## config.mk

```make
export PLATFORM = sky130hd
export DESIGN_NAME = sha256_blk_fetch
export DESIGN_NICKNAME = d
export VERILOG_FILES = /design/src/rtl/sha256_pkg.sv /design/src/rtl/sha256_word_slice.sv /design/src/rtl/sha256_blk_fetch.sv
export SDC_FILE = /design/constraint.sdc
export NUM_CORES = 1
export LEC_CHECK = 0
export CAP_MARGIN = 20
export CELL_PAD_IN_SITES_DETAIL_PLACEMENT = 0
export CELL_PAD_IN_SITES_GLOBAL_PLACEMENT = 1
export CORE_MARGIN = 1.5
export CORE_UTILIZATION = 36
export DETAILED_ROUTE_END_ITERATION = 6
export GPL_TIMING_DRIVEN = 0
export PLACE_DENSITY_LB_ADDON = 0.08
export SETUP_SLACK_MARGIN = 0.5
export SLEW_MARGIN = 5
export SYNTH_ARGS = -nofsm -noshare
export SYNTH_HDL_FRONTEND = slang
export SYNTH_SLANG_ARGS = --single-unit
```

## constraint.sdc

```tcl
create_clock -name ACLK -period 7.75 [get_ports ACLK]
set_input_delay 0.775 -clock ACLK [delete_from_list [all_inputs] [get_ports ACLK]]
set_output_delay 0.775 -clock ACLK [all_outputs]
set_load 0.02 [all_outputs]
```

## src/rtl/sha256_pkg.sv

```systemverilog
// Shared constants, state encoding and word bundle for the SHA-256 fetcher.
// Build option SHA256_FETCH_BSWAP_EN selects little-to-big endian word swap.
package sha256_pkg;

  localparam logic [1:0] S_IDLE = 2'd0;
  localparam logic [1:0] S_ADDR = 2'd1;
  localparam logic [1:0] S_DATA = 2'd2;
  localparam logic [1:0] S_FIN  = 2'd3;

  localparam int C_BLK_WORDS = 16;
  localparam int BLK_BYTES   = 64;

  localparam logic [1:0] AXI_INCR   = 2'b01;
  localparam logic [1:0] AXI_OKAY   = 2'b00;
  localparam logic [7:0] AXI_ARLEN  = 8'd15;
  localparam logic [2:0] AXI_ARSIZE = 3'd2;

  typedef struct packed {
    logic [31:0] data;
    logic        last;
    logic        blk_last;
  } word_t;

  function automatic logic [31:0] bswap32(
    input logic [31:0] d
  );
    return {d[7:0], d[15:8], d[23:16], d[31:24]};
  endfunction

endpackage

```

## src/rtl/sha256_word_slice.sv

```systemverilog
// One-entry valid/ready output register feeding the hash core.
// SHA256_FETCH_BSWAP_EN byte-swaps each word on entry.
module sha256_word_slice
  import sha256_pkg::*;
(
  input  logic        clk,
  input  logic        rst_n,
  input  logic        i_load,
  input  logic [31:0] i_data,
  input  logic        i_last,
  input  logic        i_blk_last,
  input  logic        i_ready,
  output logic        o_valid,
  output logic [31:0] o_data,
  output logic        o_last,
  output logic        o_blk_last,
  output logic        o_space
);

  word_t       r_word;
  logic        r_valid;
  logic [31:0] w_data;

`ifdef SHA256_FETCH_BSWAP_EN
  assign w_data = bswap32(i_data);
`else
  assign w_data = i_data;
`endif

  always_ff @(posedge clk or negedge rst_n) begin
    if (!rst_n) begin
      r_valid <= 1'b0;
      r_word  <= '0;
    end else if (i_load) begin
      r_valid <= 1'b1;
      r_word  <= '{data: w_data,
                   last: i_last,
                   blk_last: i_blk_last};
    end else if (i_ready) begin
      r_valid <= 1'b0;
    end
  end

  assign o_valid    = r_valid;
  assign o_data     = r_word.data;
  assign o_last     = r_word.last;
  assign o_blk_last = r_word.blk_last;
  assign o_space    = !r_valid || i_ready;

endmodule

```

## src/rtl/sha256_blk_fetch.sv

```systemverilog
// AXI4 read master streaming 64-byte blocks as 32-bit words to the hash core.
// Build option SHA256_FETCH_BSWAP_EN: byte-swap words (see sha256_word_slice).
module sha256_blk_fetch
  import sha256_pkg::*;
#(
  parameter int C_M_AXI_ADDR_WIDTH = 32,
  parameter int C_M_AXI_DATA_WIDTH = 32,
  parameter int C_BLK_WORDS = sha256_pkg::C_BLK_WORDS
) (
  input  logic                          ACLK,
  input  logic                          ARESETN,
  input  logic                          START,
  input  logic [C_M_AXI_ADDR_WIDTH-1:0] SRC_ADDR,
  input  logic [15:0]                   NUM_BLOCKS,
  output logic                          BUSY,
  output logic                          DONE,
  output logic                          ERR,
  output logic [C_M_AXI_ADDR_WIDTH-1:0] M_AXI_ARADDR,
  output logic [7:0]                    M_AXI_ARLEN,
  output logic [2:0]                    M_AXI_ARSIZE,
  output logic [1:0]                    M_AXI_ARBURST,
  output logic                          M_AXI_ARVALID,
  input  logic                          M_AXI_ARREADY,
  input  logic [C_M_AXI_DATA_WIDTH-1:0] M_AXI_RDATA,
  input  logic [1:0]                    M_AXI_RRESP,
  input  logic                          M_AXI_RLAST,
  input  logic                          M_AXI_RVALID,
  output logic                          M_AXI_RREADY,
  output logic [C_M_AXI_DATA_WIDTH-1:0] WORD_DATA,
  output logic                          WORD_VALID,
  input  logic                          WORD_READY,
  output logic                          WORD_LAST,
  output logic                          BLK_LAST
);

  logic [1:0]                    r_state;
  logic [C_M_AXI_ADDR_WIDTH-1:0] r_addr;
  logic [15:0]                   r_blk_rem;
  logic [3:0]                    r_beat;
  logic                          r_err;
  logic                          r_burst_err;
  logic                          r_busy;
  logic                          r_done;

  logic w_space;
  logic w_rbeat;
  logic w_beat_last;
  logic w_beat_err;
  logic w_burst_end;
  logic w_load;
  logic w_unused_addr;

  assign w_unused_addr = ^SRC_ADDR[5:0];

  assign M_AXI_ARADDR  = r_addr;
  assign M_AXI_ARLEN   = AXI_ARLEN;
  assign M_AXI_ARSIZE  = AXI_ARSIZE;
  assign M_AXI_ARBURST = AXI_INCR;
  assign M_AXI_ARVALID = (r_state == S_ADDR);
  assign M_AXI_RREADY  = (r_state == S_DATA) && w_space;

  assign BUSY = r_busy;
  assign DONE = r_done;
  assign ERR  = r_err;

  assign w_rbeat     = M_AXI_RVALID && M_AXI_RREADY;
  assign w_beat_last = (r_beat == 4'(C_BLK_WORDS - 1));
  assign w_beat_err  = (M_AXI_RRESP != AXI_OKAY) ||
                       (M_AXI_RLAST != w_beat_last);
  // an early RLAST still closes the burst
  assign w_burst_end = M_AXI_RLAST || w_beat_last;
  assign w_load      = w_rbeat && !r_burst_err && !w_beat_err;

  sha256_word_slice u_slice (
    .clk        (ACLK),
    .rst_n      (ARESETN),
    .i_load     (w_load),
    .i_data     (M_AXI_RDATA),
    .i_last     (w_beat_last),
    .i_blk_last (w_beat_last && (r_blk_rem == 16'd0)),
    .i_ready    (WORD_READY),
    .o_valid    (WORD_VALID),
    .o_data     (WORD_DATA),
    .o_last     (WORD_LAST),
    .o_blk_last (BLK_LAST),
    .o_space    (w_space)
  );

  always_ff @(posedge ACLK or negedge ARESETN) begin
    if (!ARESETN) begin
      r_state     <= S_IDLE;
      r_addr      <= '0;
      r_blk_rem   <= '0;
      r_beat      <= '0;
      r_err       <= 1'b0;
      r_burst_err <= 1'b0;
      r_busy      <= 1'b0;
      r_done      <= 1'b0;
    end else begin
      r_done <= 1'b0;
      unique case (r_state)
        S_IDLE: begin
          if (START) begin
            r_err       <= 1'b0;
            r_burst_err <= 1'b0;
            r_busy      <= 1'b1;
            if (NUM_BLOCKS != 16'd0) begin
              r_addr    <= {SRC_ADDR[C_M_AXI_ADDR_WIDTH-1:6], 6'b0};
              r_blk_rem <= NUM_BLOCKS - 16'd1;
              r_state   <= S_ADDR;
            end else begin
              r_state <= S_FIN;
            end
          end
        end
        S_ADDR: begin
          if (M_AXI_ARREADY) begin
            r_beat      <= '0;
            r_burst_err <= 1'b0;
            r_state     <= S_DATA;
          end
        end
        S_DATA: begin
          if (w_rbeat) begin
            r_beat <= r_beat + 4'd1;
            if (w_beat_err) begin
              r_err       <= 1'b1;
              r_burst_err <= 1'b1;
            end
            if (w_burst_end) begin
              if (r_burst_err || w_beat_err ||
                  r_blk_rem == 16'd0) begin
                r_state <= S_FIN;
              end else begin
                r_addr    <= r_addr + C_M_AXI_ADDR_WIDTH'(BLK_BYTES);
                r_blk_rem <= r_blk_rem - 16'd1;
                r_state   <= S_ADDR;
              end
            end
          end
        end
        S_FIN: begin
          if (w_space) begin
            r_done  <= 1'b1;
            r_busy  <= 1'b0;
            r_state <= S_IDLE;
          end
        end
        default: r_state <= S_IDLE;
      endcase
    end
  end

endmodule

```

==> PnR_summary.wiki, run 1 <==
{| class="wikitable"
! Metric !! Value
|-
| Final min period || 3.94 ns
|-
| Mean area per synthesized cell || 9.35 µm²
|-
| Number of slew-limit violations in the final report || 0
|-
| Gr ovfl total || 0
|-
| Post-cts hold buffer count || 0
|-
| Busiest layer in global routing || met2
|-
| RSZ-0062 raised after global routing || false
|-
| Main combinational cell family by area after synthesis || compound AO/OA/AOI/OAI gates
|-
| Final non-filler cell total || 891
|-
| Met1 capacity usage during global routing || 0.296
|-
| Post-synthesis register bit count || 87
|-
| Slowest Stage Delay on Critical Path || 0.57 ns
|-
| Post-cts repair resize count || 0
|-
| Worst skew pair latency || 0.35 ns
|-
| Number of DRC violations after detailed routing || 0
|-
| Starting density of the core || 0.372
|-
| Data required time of the critical path || 7.97 ns
|-
| Leakage power || 2.93 nW
|-
| Site Rows || 42
|-
| M2 GR Usage || 0.379
|-
| Count of endpoints failing hold in the final timing report || 0
|-
| Proportion of total power due to net switching || 0.437
|-
| Average vias per placed instance || 5.41
|-
| Normalized max-slew margin || 0.392
|-
| Number of buffers created by CTS || 9
|-
| Number of cells in the design after placement || 875
|-
| Share of cell area taken by muxes after synthesis || 0.103
|-
| Vertical die dimension || 121 µm
|-
| Max clock buf depth || 2
|-
| Worst path cell trace || nor2b_1 -> buf_6 -> buf_6 -> clkbuf_1 -> clkbuf_1 -> mux2i_1 -> ha_1 -> o211a_1 -> o2111ai_1 -> or2_2 -> a31oi_1 -> a21oi_1
|-
| Total chip power || 2.70 mW
|-
| Number of clock sinks seen by CTS || 87
|-
| Startpoint type of the worst setup path || flop
|-
| Cell Pwr Density || 383 nW/µm²
|-
| Average wire per standard cell || 18.0 µm
|-
| Net switching power of the design || 1.18 mW
|-
| Post-CTS Setup Bufs || 0
|-
| Clock Tree Root || sky130_fd_sc_hd__clkbuf_16
|-
| Post-Route Skew || 0.0118 ns
|-
| Final weighted congestion in routability-driven placement || 0.846
|-
| Total via count after detailed routing || 4,820
|-
| Portion of total power attributed to sequential cells || 0.313
|-
| Detailed-placement wirelength estimate || 11,700 µm
|-
| Met3 layer usage reported by global route || 0.0608
|-
| DRT Pass-1 Iters || 5
|-
| First-pass GRT wire length || 26,000 µm
|-
| Most common flop cell mapped by yosys || sky130_fd_sc_hd__dfrtp_1
|-
| Width of the chip || 121 µm
|-
| Part of the total power dissipated in the clock network || 0.156
|-
| Post-Synth Adder-Cell Area || 0.0100
|-
| Final total negative setup slack || 0 ns
|-
| Synth unique cells || 66
|-
| Synthesized instance count || 533
|-
| Standard cell with the maximum stage delay on the critical path || sky130_fd_sc_hd__clkbuf_1
|-
| Max rail drop VDD || 0.000191 V
|-
| Status || finished clean
|-
| Synth Cell Area || 4980 µm²
|-
| Endpoint kind of the worst setup timing path || flop
|-
| Number of setup violations in the final report || 0
|-
| Crit share post-route || 0.508
|-
| Aggregate routed wire length || 16,000 µm
|-
| Share of layout cells above drive strength 1 || 0.136
|-
| TritonCTS clock tree || done
|-
| Area growth syn-to-layout || 41.7%
|-
| Number of max-capacitance violations reported || 0
|-
| Maximum number of pins on one net before global-route repair || 63
|-
| Vias in the first global route || 4,903
|-
| GR Util All Layers || 0.228
|-
| Worst R2R Setup Slack || 3.81 ns
|-
| Antenna fix cells || 0
|-
| Crit path kind || reg2reg
|-
| CP Data Arrival Time || 4.15 ns
|-
| Combinational power share || 0.531
|-
| Level count of the clock H-tree || 3
|-
| Critical path peak fanout || 10
|-
| Internal power || 1.52 mW
|-
| Transition time at the pin with the least slew margin || 0.904 ns
|-
| Total Nets Final || 803
|-
| Share of synthesized flip-flops with an asynchronous set or reset || 1.00
|-
| Peak clock frequency supported by timing || 0.254 GHz
|-
| Share of the synthesized netlist area taken by xor and xnor gates || 0.00703
|-
| Cell family with the largest share of critical-path delay || buffers and inverters
|-
| Count of port buffers added during placement || 148
|-
| Number of top-level design ports || 174
|-
| EDFF count, synth || 0
|-
| Drt initial violations || 243
|-
| Worst min-delay path category || in2async
|-
| Number of antenna violations at the first check in global routing || 0
|-
| Synth warn || 0
|-
| Register area share after synthesis || 0.437
|-
| Area of the die || 14,600 µm²
|-
| Area inside the core boundary || 13,400 µm²
|-
| Number of buffers and inverters on the critical path || 4
|-
| Remaining antenna violation count after routing || 0
|-
| Share of the synthesized area in compound gates (AO/OA/AOI/OAI) || 0.194
|-
| Area share of and/or/nand/nor cells after synthesis || 0.180
|-
| Clock transition time at the flip-flop clock pins of the worst setup and hold paths || 0.07 ns
|}
-- registers in the layout (all words and copies together) (netlist names) --
signal	count
u_slice.o_data	32
r_blk_rem	16
u_slice.o_last	1
r_state	2
ERR	1
u_slice.o_valid	1
BUSY	1
r_burst_err	1
r_beat	4
DONE	1
M_AXI_ARADDR	26
u_slice.o_blk_last	1
-- power by group through the flow --
stage / clock network [mW] / logic [mW] / registers [mW]
after floorplan: 0 / 0.679 / 0.982
after global placement: 0 / 1.41 / 0.840
after detailed placement: 0 / 1.43 / 0.850
after CTS: 0.434 / 1.44 / 0.845
after global routing: 0.451 / 1.56 / 0.878
final: 0.423 / 1.43 / 0.846
-- worst register-to-register path, cell delays in order, from the launching register on --
cell                        delay (ns)
sky130_fd_sc_hd__dfrtp_1          0.49
sky130_fd_sc_hd__nor2b_1          0.20
sky130_fd_sc_hd__buf_6            0.16
sky130_fd_sc_hd__buf_6            0.16
sky130_fd_sc_hd__clkbuf_1         0.48
sky130_fd_sc_hd__clkbuf_1         0.58
sky130_fd_sc_hd__mux2i_1          0.27
sky130_fd_sc_hd__ha_1             0.19
sky130_fd_sc_hd__o211a_1          0.31
sky130_fd_sc_hd__o2111ai_1        0.35
sky130_fd_sc_hd__or2_2            0.39
sky130_fd_sc_hd__a31oi_1          0.19
sky130_fd_sc_hd__a21oi_1          0.06
-- final cells by class --
cell class                      count  area, µm²
Sequential cell                    87       2180
Fill cell                        1283       6340
Multi-Input combinational cell    402       2530
Inverter                           13       48.8
Clock buffer                       12        256
Tap cell                          176        220
Buffer                             48        290
Clock inverter                      4       30.0
Timing Repair Buffer              149       1510
-- final timing paths --
kind / start / end / cells after the start
hold reg to reg: u_slice.o_blk_last$_DFFE_PN0P_ / u_slice.o_blk_last$_DFFE_PN0P_ / 2
hold / removal: ARESETN / r_blk_rem[4]$_DFFE_PN0P_ / 1
setup / recovery: r_state[1]$_DFFE_PN0P_ / r_blk_rem[14]$_DFFE_PN0P_ / 12
setup reg to reg: r_state[1]$_DFFE_PN0P_ / r_blk_rem[14]$_DFFE_PN0P_ / 12
min in group ACLK: u_slice.o_blk_last$_DFFE_PN0P_ / u_slice.o_blk_last$_DFFE_PN0P_ / 2
max in group asynchronous: ARESETN / u_slice.o_data[29]$_DFFE_PN0P_ / 2
-- cells by family (layout without fill, tap and decap cells) --
group	Yosys count	after routing
adders and majority gates	4	4
AOI/OAI and AO/OA	148	148
muxes	46	46
and+or+nand+nor	181	181
other	2	19
xor gates and xnor gates	4	4
DFF	87	87
buffers and inverters	61	226
-- cells in the mapped netlist (7+ instances only) --
cell type | number | share of area
sky130_fd_sc_hd__nand2_1 | 64 | 0.048
sky130_fd_sc_hd__o22ai_1 | 9 | 0.011
sky130_fd_sc_hd__nand4_1 | 7 | 0.0088
sky130_fd_sc_hd__inv_1 | 12 | 0.0090
sky130_fd_sc_hd__nor4_1 | 14 | 0.018
sky130_fd_sc_hd__mux2i_1 | 8 | 0.016
sky130_fd_sc_hd__o21ai_0 | 32 | 0.032
sky130_fd_sc_hd__buf_2 | 7 | 0.0070
sky130_fd_sc_hd__a21oi_1 | 49 | 0.049
sky130_fd_sc_hd__a31oi_1 | 8 | 0.010
sky130_fd_sc_hd__o22a_1 | 10 | 0.018
sky130_fd_sc_hd__buf_4 | 19 | 0.029
sky130_fd_sc_hd__dfrtp_1 | 87 | 0.44
sky130_fd_sc_hd__nand3_1 | 15 | 0.015
sky130_fd_sc_hd__and3_1 | 9 | 0.011
sky130_fd_sc_hd__clkbuf_1 | 17 | 0.013
sky130_fd_sc_hd__mux2_2 | 36 | 0.081
sky130_fd_sc_hd__nor2_1 | 40 | 0.030
-- cells in the final DEF (no fill, tap or decap), types with 5 or more instances in the layout --
cell,n
sky130_fd_sc_hd__buf_4,20
sky130_fd_sc_hd__nor2_1,40
sky130_fd_sc_hd__dfrtp_1,87
sky130_fd_sc_hd__o22a_1,10
sky130_fd_sc_hd__clkbuf_16,9
sky130_fd_sc_hd__nand2_1,64
sky130_fd_sc_hd__mux2_2,36
sky130_fd_sc_hd__a21oi_1,49
sky130_fd_sc_hd__inv_1,12
sky130_fd_sc_hd__nand3_1,15
sky130_fd_sc_hd__o21ai_0,32
sky130_fd_sc_hd__buf_2,7
sky130_fd_sc_hd__nor4_1,14
sky130_fd_sc_hd__clkdlybuf4s50_1,147
sky130_fd_sc_hd__conb_1,19
sky130_fd_sc_hd__clkbuf_1,18
sky130_fd_sc_hd__nand4_1,7
sky130_fd_sc_hd__a31oi_1,8
sky130_fd_sc_hd__mux2i_1,8
sky130_fd_sc_hd__o22ai_1,9
sky130_fd_sc_hd__and3_1,9
sky130_fd_sc_hd__nand2b_1,5
-- per-layer routing --
| metal | share of wire | vias to the layer above |
|---|---|---|
| li1 | - | 2273 |
| met1 | 0.42 | 2323 |
| met2 | 0.48 | 208 |
| met3 | 0.091 | 16 |
| met4 | 0.010 | 0 |
| met5 | 0 | - |
-- stage by stage --
stage	cell area, µm²	utilization	hold slack [ns]	worst slack (ns)
floorplan	5050	-	0.467	4.85
global placement	6750	0.504	0.465	2.37
detailed placement	6770	0.505	0.475	3.88
CTS	7060	0.527	0.354	3.84
global route	7060	0.527	0.368	3.56
finish	7060	0.527	0.345	3.81
Power figures use the tool's default switching activity.
==> run 2, diff against run 1 <==
--- a/config.mk
+++ b/config.mk
@@ -9,7 +9,7 @@
 export CELL_PAD_IN_SITES_DETAIL_PLACEMENT = 0
 export CELL_PAD_IN_SITES_GLOBAL_PLACEMENT = 1
 export CORE_MARGIN = 1.5
-export CORE_UTILIZATION = 36
+export CORE_UTILIZATION = 34
 export DETAILED_ROUTE_END_ITERATION = 6
 export GPL_TIMING_DRIVEN = 0
 export PLACE_DENSITY_LB_ADDON = 0.08
==> constraint.sdc (replaced) <==
create_clock -name ACLK -period 3.9 [get_ports ACLK]
set_input_delay 0.39 -clock ACLK [delete_from_list [all_inputs] [get_ports ACLK]]
set_output_delay 0.39 -clock ACLK [all_outputs]
set_load 0.02 [all_outputs]
==> PnR_summary.wiki, run 2 (same netlist as run 1, synthesis figures left out) <==
{| class="wikitable"
! Metric !! Value
|-
| Status || finished clean
|-
| Level count of the clock H-tree || 3 (unchanged)
|-
| Number of max-capacitance violations reported || 0 (unchanged)
|-
| Cell Pwr Density || 772 nW/µm² (+100%)
|-
| Drt initial violations || 231 (-4.9%)
|-
| Number of clock sinks seen by CTS || 87 (unchanged)
|-
| Area inside the core boundary || 14,400 µm² (+7.6%)
|-
| Final min period || 3.17 ns (-0.769 ns)
|-
| Endpoint kind of the worst setup timing path || flop
|-
| Hold Path Origin || u_slice.o_last$_DFFE_PN0P_
|-
| Crit path kind || reg2reg
|-
| Site Rows || 44 (+4.8%)
|-
| First-pass GRT wire length || 24,800 µm (-4.8%)
|-
| Starting density of the core || 0.345 (-0.0264)
|-
| Peak clock frequency supported by timing || 0.316 GHz (+24%)
|-
| Worst skew pair latency || 0.35 ns (about the same)
|-
| Max clock buf depth || 2 (unchanged)
|-
| Area growth syn-to-layout || 43.4%
|-
| Clock Tree Root || sky130_fd_sc_hd__clkbuf_16
|-
| Count of port buffers added during placement || 148 (unchanged)
|-
| Aggregate routed wire length || 16,000 µm (about the same)
|-
| Startpoint type of the worst setup path || flop
|-
| Standard cell with the maximum stage delay on the critical path || sky130_fd_sc_hd__dfrtp_1
|-
| Detailed-placement wirelength estimate || 11,700 µm (-0.25%)
|-
| Antenna fix cells || 0 (unchanged)
|-
| Worst reg2reg path startpoint || r_state[1]$_DFFE_PN0P_
|-
| Total via count after detailed routing || 4,820 (unchanged)
|-
| Data required time of the critical path || 4.12 ns (-3.85 ns)
|-
| Share of layout cells above drive strength 1 || 0.144 (+0.00819)
|-
| RSZ-0062 raised after global routing || false
|-
| Area of the die || 15,400 µm² (+5.7%)
|-
| Number of setup violations in the final report || 0 (unchanged)
|-
| Final Util || 0.495 (-0.0313)
|-
| Max rail drop VDD || 0.000397 V (+110%)
|-
| Maximum number of pins on one net before global-route repair || 62 (-1.6%)
|-
| Number of flip-flops under the largest register name || 32 (unchanged)
|-
| Number of slew-limit violations in the final report || 0 (unchanged)
|-
| Slowest Stage Delay on Critical Path || 0.48 ns (-0.09 ns)
|-
| GR Util All Layers || 0.213 (-0.0156)
|-
| Worst min-delay path category || reg2reg
|-
| Average vias per placed instance || 5.36 (-1.0%)
|-
| Worst hold path stage count || 2
|-
| CP Data Arrival Time || 3.39 ns (-0.76 ns)
|-
| DRT Pass-1 Iters || 5 (unchanged)
|-
| Number of top-level design ports || 174 (unchanged)
|-
| Vias in the first global route || 4,677 (-4.6%)
|-
| Worst Hold Path EP || u_slice.o_last$_DFFE_PN0P_
|-
| Final weighted congestion in routability-driven placement || 0.827 (-2.3%)
|-
| Vertical die dimension || 124 µm (+2.8%)
|-
| Count of endpoints failing hold in the final timing report || 0 (unchanged)
|-
| Final non-filler cell total || 900 (+1.0%)
|-
| Number of antenna violations at the first check in global routing || 0 (unchanged)
|-
| Number of DRC violations after detailed routing || 0 (unchanged)
|-
| TritonCTS clock tree || done
|-
| Post-Route Skew || 0.00917 ns (-0.00261 ns)
|-
| Commonest non-fill, non-tap cell in the layout || sky130_fd_sc_hd__clkdlybuf4s50_1
|-
| Average wire per standard cell || 17.8 µm (-1.1%)
|-
| Total Nets Final || 804 (+0.12%)
|-
| Final total negative setup slack || 0 ns (unchanged)
|-
| Commonest cells after routing, fill and taps aside || sky130_fd_sc_hd__clkdlybuf4s50_1, sky130_fd_sc_hd__dfrtp_1, sky130_fd_sc_hd__nand2_1
|-
| Critical path peak fanout || 10 (unchanged)
|-
| Worst R2R Setup Slack || 0.73 ns (-3.08 ns)
|-
| Remaining antenna violation count after routing || 0 (unchanged)
|-
| Clock transition time at the flip-flop clock pins of the worst setup and hold paths || 0.07 ns (about the same)
|-
| Number of buffers created by CTS || 9 (unchanged)
|-
| Terminus of the critical flop-to-flop path || r_blk_rem[8]$_DFFE_PN0P_
|-
| Normalized max-slew margin || 0.452 (+0.0604)
|-
| Width of the chip || 124 µm (+2.8%)
|-
| Leakage power || 2.96 nW (+0.91%)
|-
| Worst path cell trace || nor2b_1 -> buf_6 -> buf_6 -> clkbuf_4 -> clkbuf_4 -> mux2i_1 -> ha_1 -> o211a_2 -> nand4b_1 -> or3b_1 -> a31oi_1 -> a21oi_1
|-
| Transition time at the pin with the least slew margin || 0.814 ns (-0.0898 ns)
|-
| Worst r2r path cells || 12 (unchanged)
|-
| Crit share post-route || 0.813 (+0.304)
|-
| Gr ovfl total || 0 (unchanged)
|-
| Number of cells in the design after placement || 883 (+0.91%)
|-
| Hold slack || 0.497 ns (+0.152 ns)
|-
| Dpl ws || 0.0689 ns (-3.81 ns)
|-
| Post-layout worst setup margin || 0.731 ns (-3.08 ns)
|}
[run 2: how the worst max path moves through the flow]
| stage | slack (ns) | endpoint | cells past startpoint | startpoint |
|---|---|---|---|---|
| final | 0.73 | r_blk_rem[8]$_DFFE_PN0P_ | 12 | r_state[1]$_DFFE_PN0P_ |
| after global routing | 0.54 | r_blk_rem[8]$_DFFE_PN0P_ | 12 | r_state[1]$_DFFE_PN0P_ |
| after CTS | 0.54 | r_blk_rem[14]$_DFFE_PN0P_ | 12 | r_state[1]$_DFFE_PN0P_ |
| after detailed placement | 0.07 | r_blk_rem[14]$_DFFE_PN0P_ | 12 | r_state[1]$_DFFE_PN0P_ |
| after global placement | -1.13 | u_slice.o_data[30]$_DFFE_PN0P_ | 1 | ARESETN |
| after floorplan | 1.00 | r_blk_rem[14]$_DFFE_PN0P_ | 13 | r_state[0]$_DFFE_PN0P_ |
[run 2: per-stage QoR]
step | area (µm²) | total power, mW
6_report | 7150 | 5.51
5_1_grt | 7150 | 5.88
4_1_cts | 7130 | 5.54
3_5_place_dp | 6780 | 4.53
3_3_place_gp | 6760 | 4.49
2_1_floorplan | 5050 | 3.30
[run 2: final cells by class]
type | count | area [µm²]
fill | 1371 | 7280
buffer | 48 | 299
tap | 184 | 230
clock buffer | 12 | 256
clock inverter | 4 | 76.3
timing repair buffer | 150 | 1520
multi-input combinational | 402 | 2540
inverter | 13 | 48.8
sequential | 87 | 2180
[run 2: critical path, delay by kind of cell (launching register included)]
family | cells | cell delay (ns)
compound gates | 3 | 0.53
fa+ha+maj | 1 | 0.19
buf+inv | 4 | 0.82
flops | 1 | 0.48
mux | 1 | 0.21
simple gates | 3 | 0.81
[run 2: what timing repair did]
| action | 4_1_cts | 5_1_grt |
|---|---|---|
| setup buffers | 0 | 0 |
| hold buffers | 1 | 0 |
| hold endpoints to repair | 26 | 0 |
| endpoints found under the setup margin | 6 | 4 |
| resized for setup | 3 | 7 |
[run 2: per-layer routing]
layer / vias up / GRT usage / share of wire
met2: 183 / 0.349 / 0.48
li1: 2274 / - / -
met5: - / 0 / 0
met1: 2341 / 0.271 / 0.43
met3: 22 / 0.0650 / 0.075
met4: 0 / 0.0611 / 0.016
[run 2: power by group]
part | total, mW | leakage [nW] | internal [mW] | switching, mW
clock | 0.971 | 0.159 | 0.599 | 0.372
combinational | 2.86 | 1.73 | 1.27 | 1.60
sequential | 1.68 | 1.07 | 1.30 | 0.379
total | 5.51 | 2.96 | 3.17 | 2.35
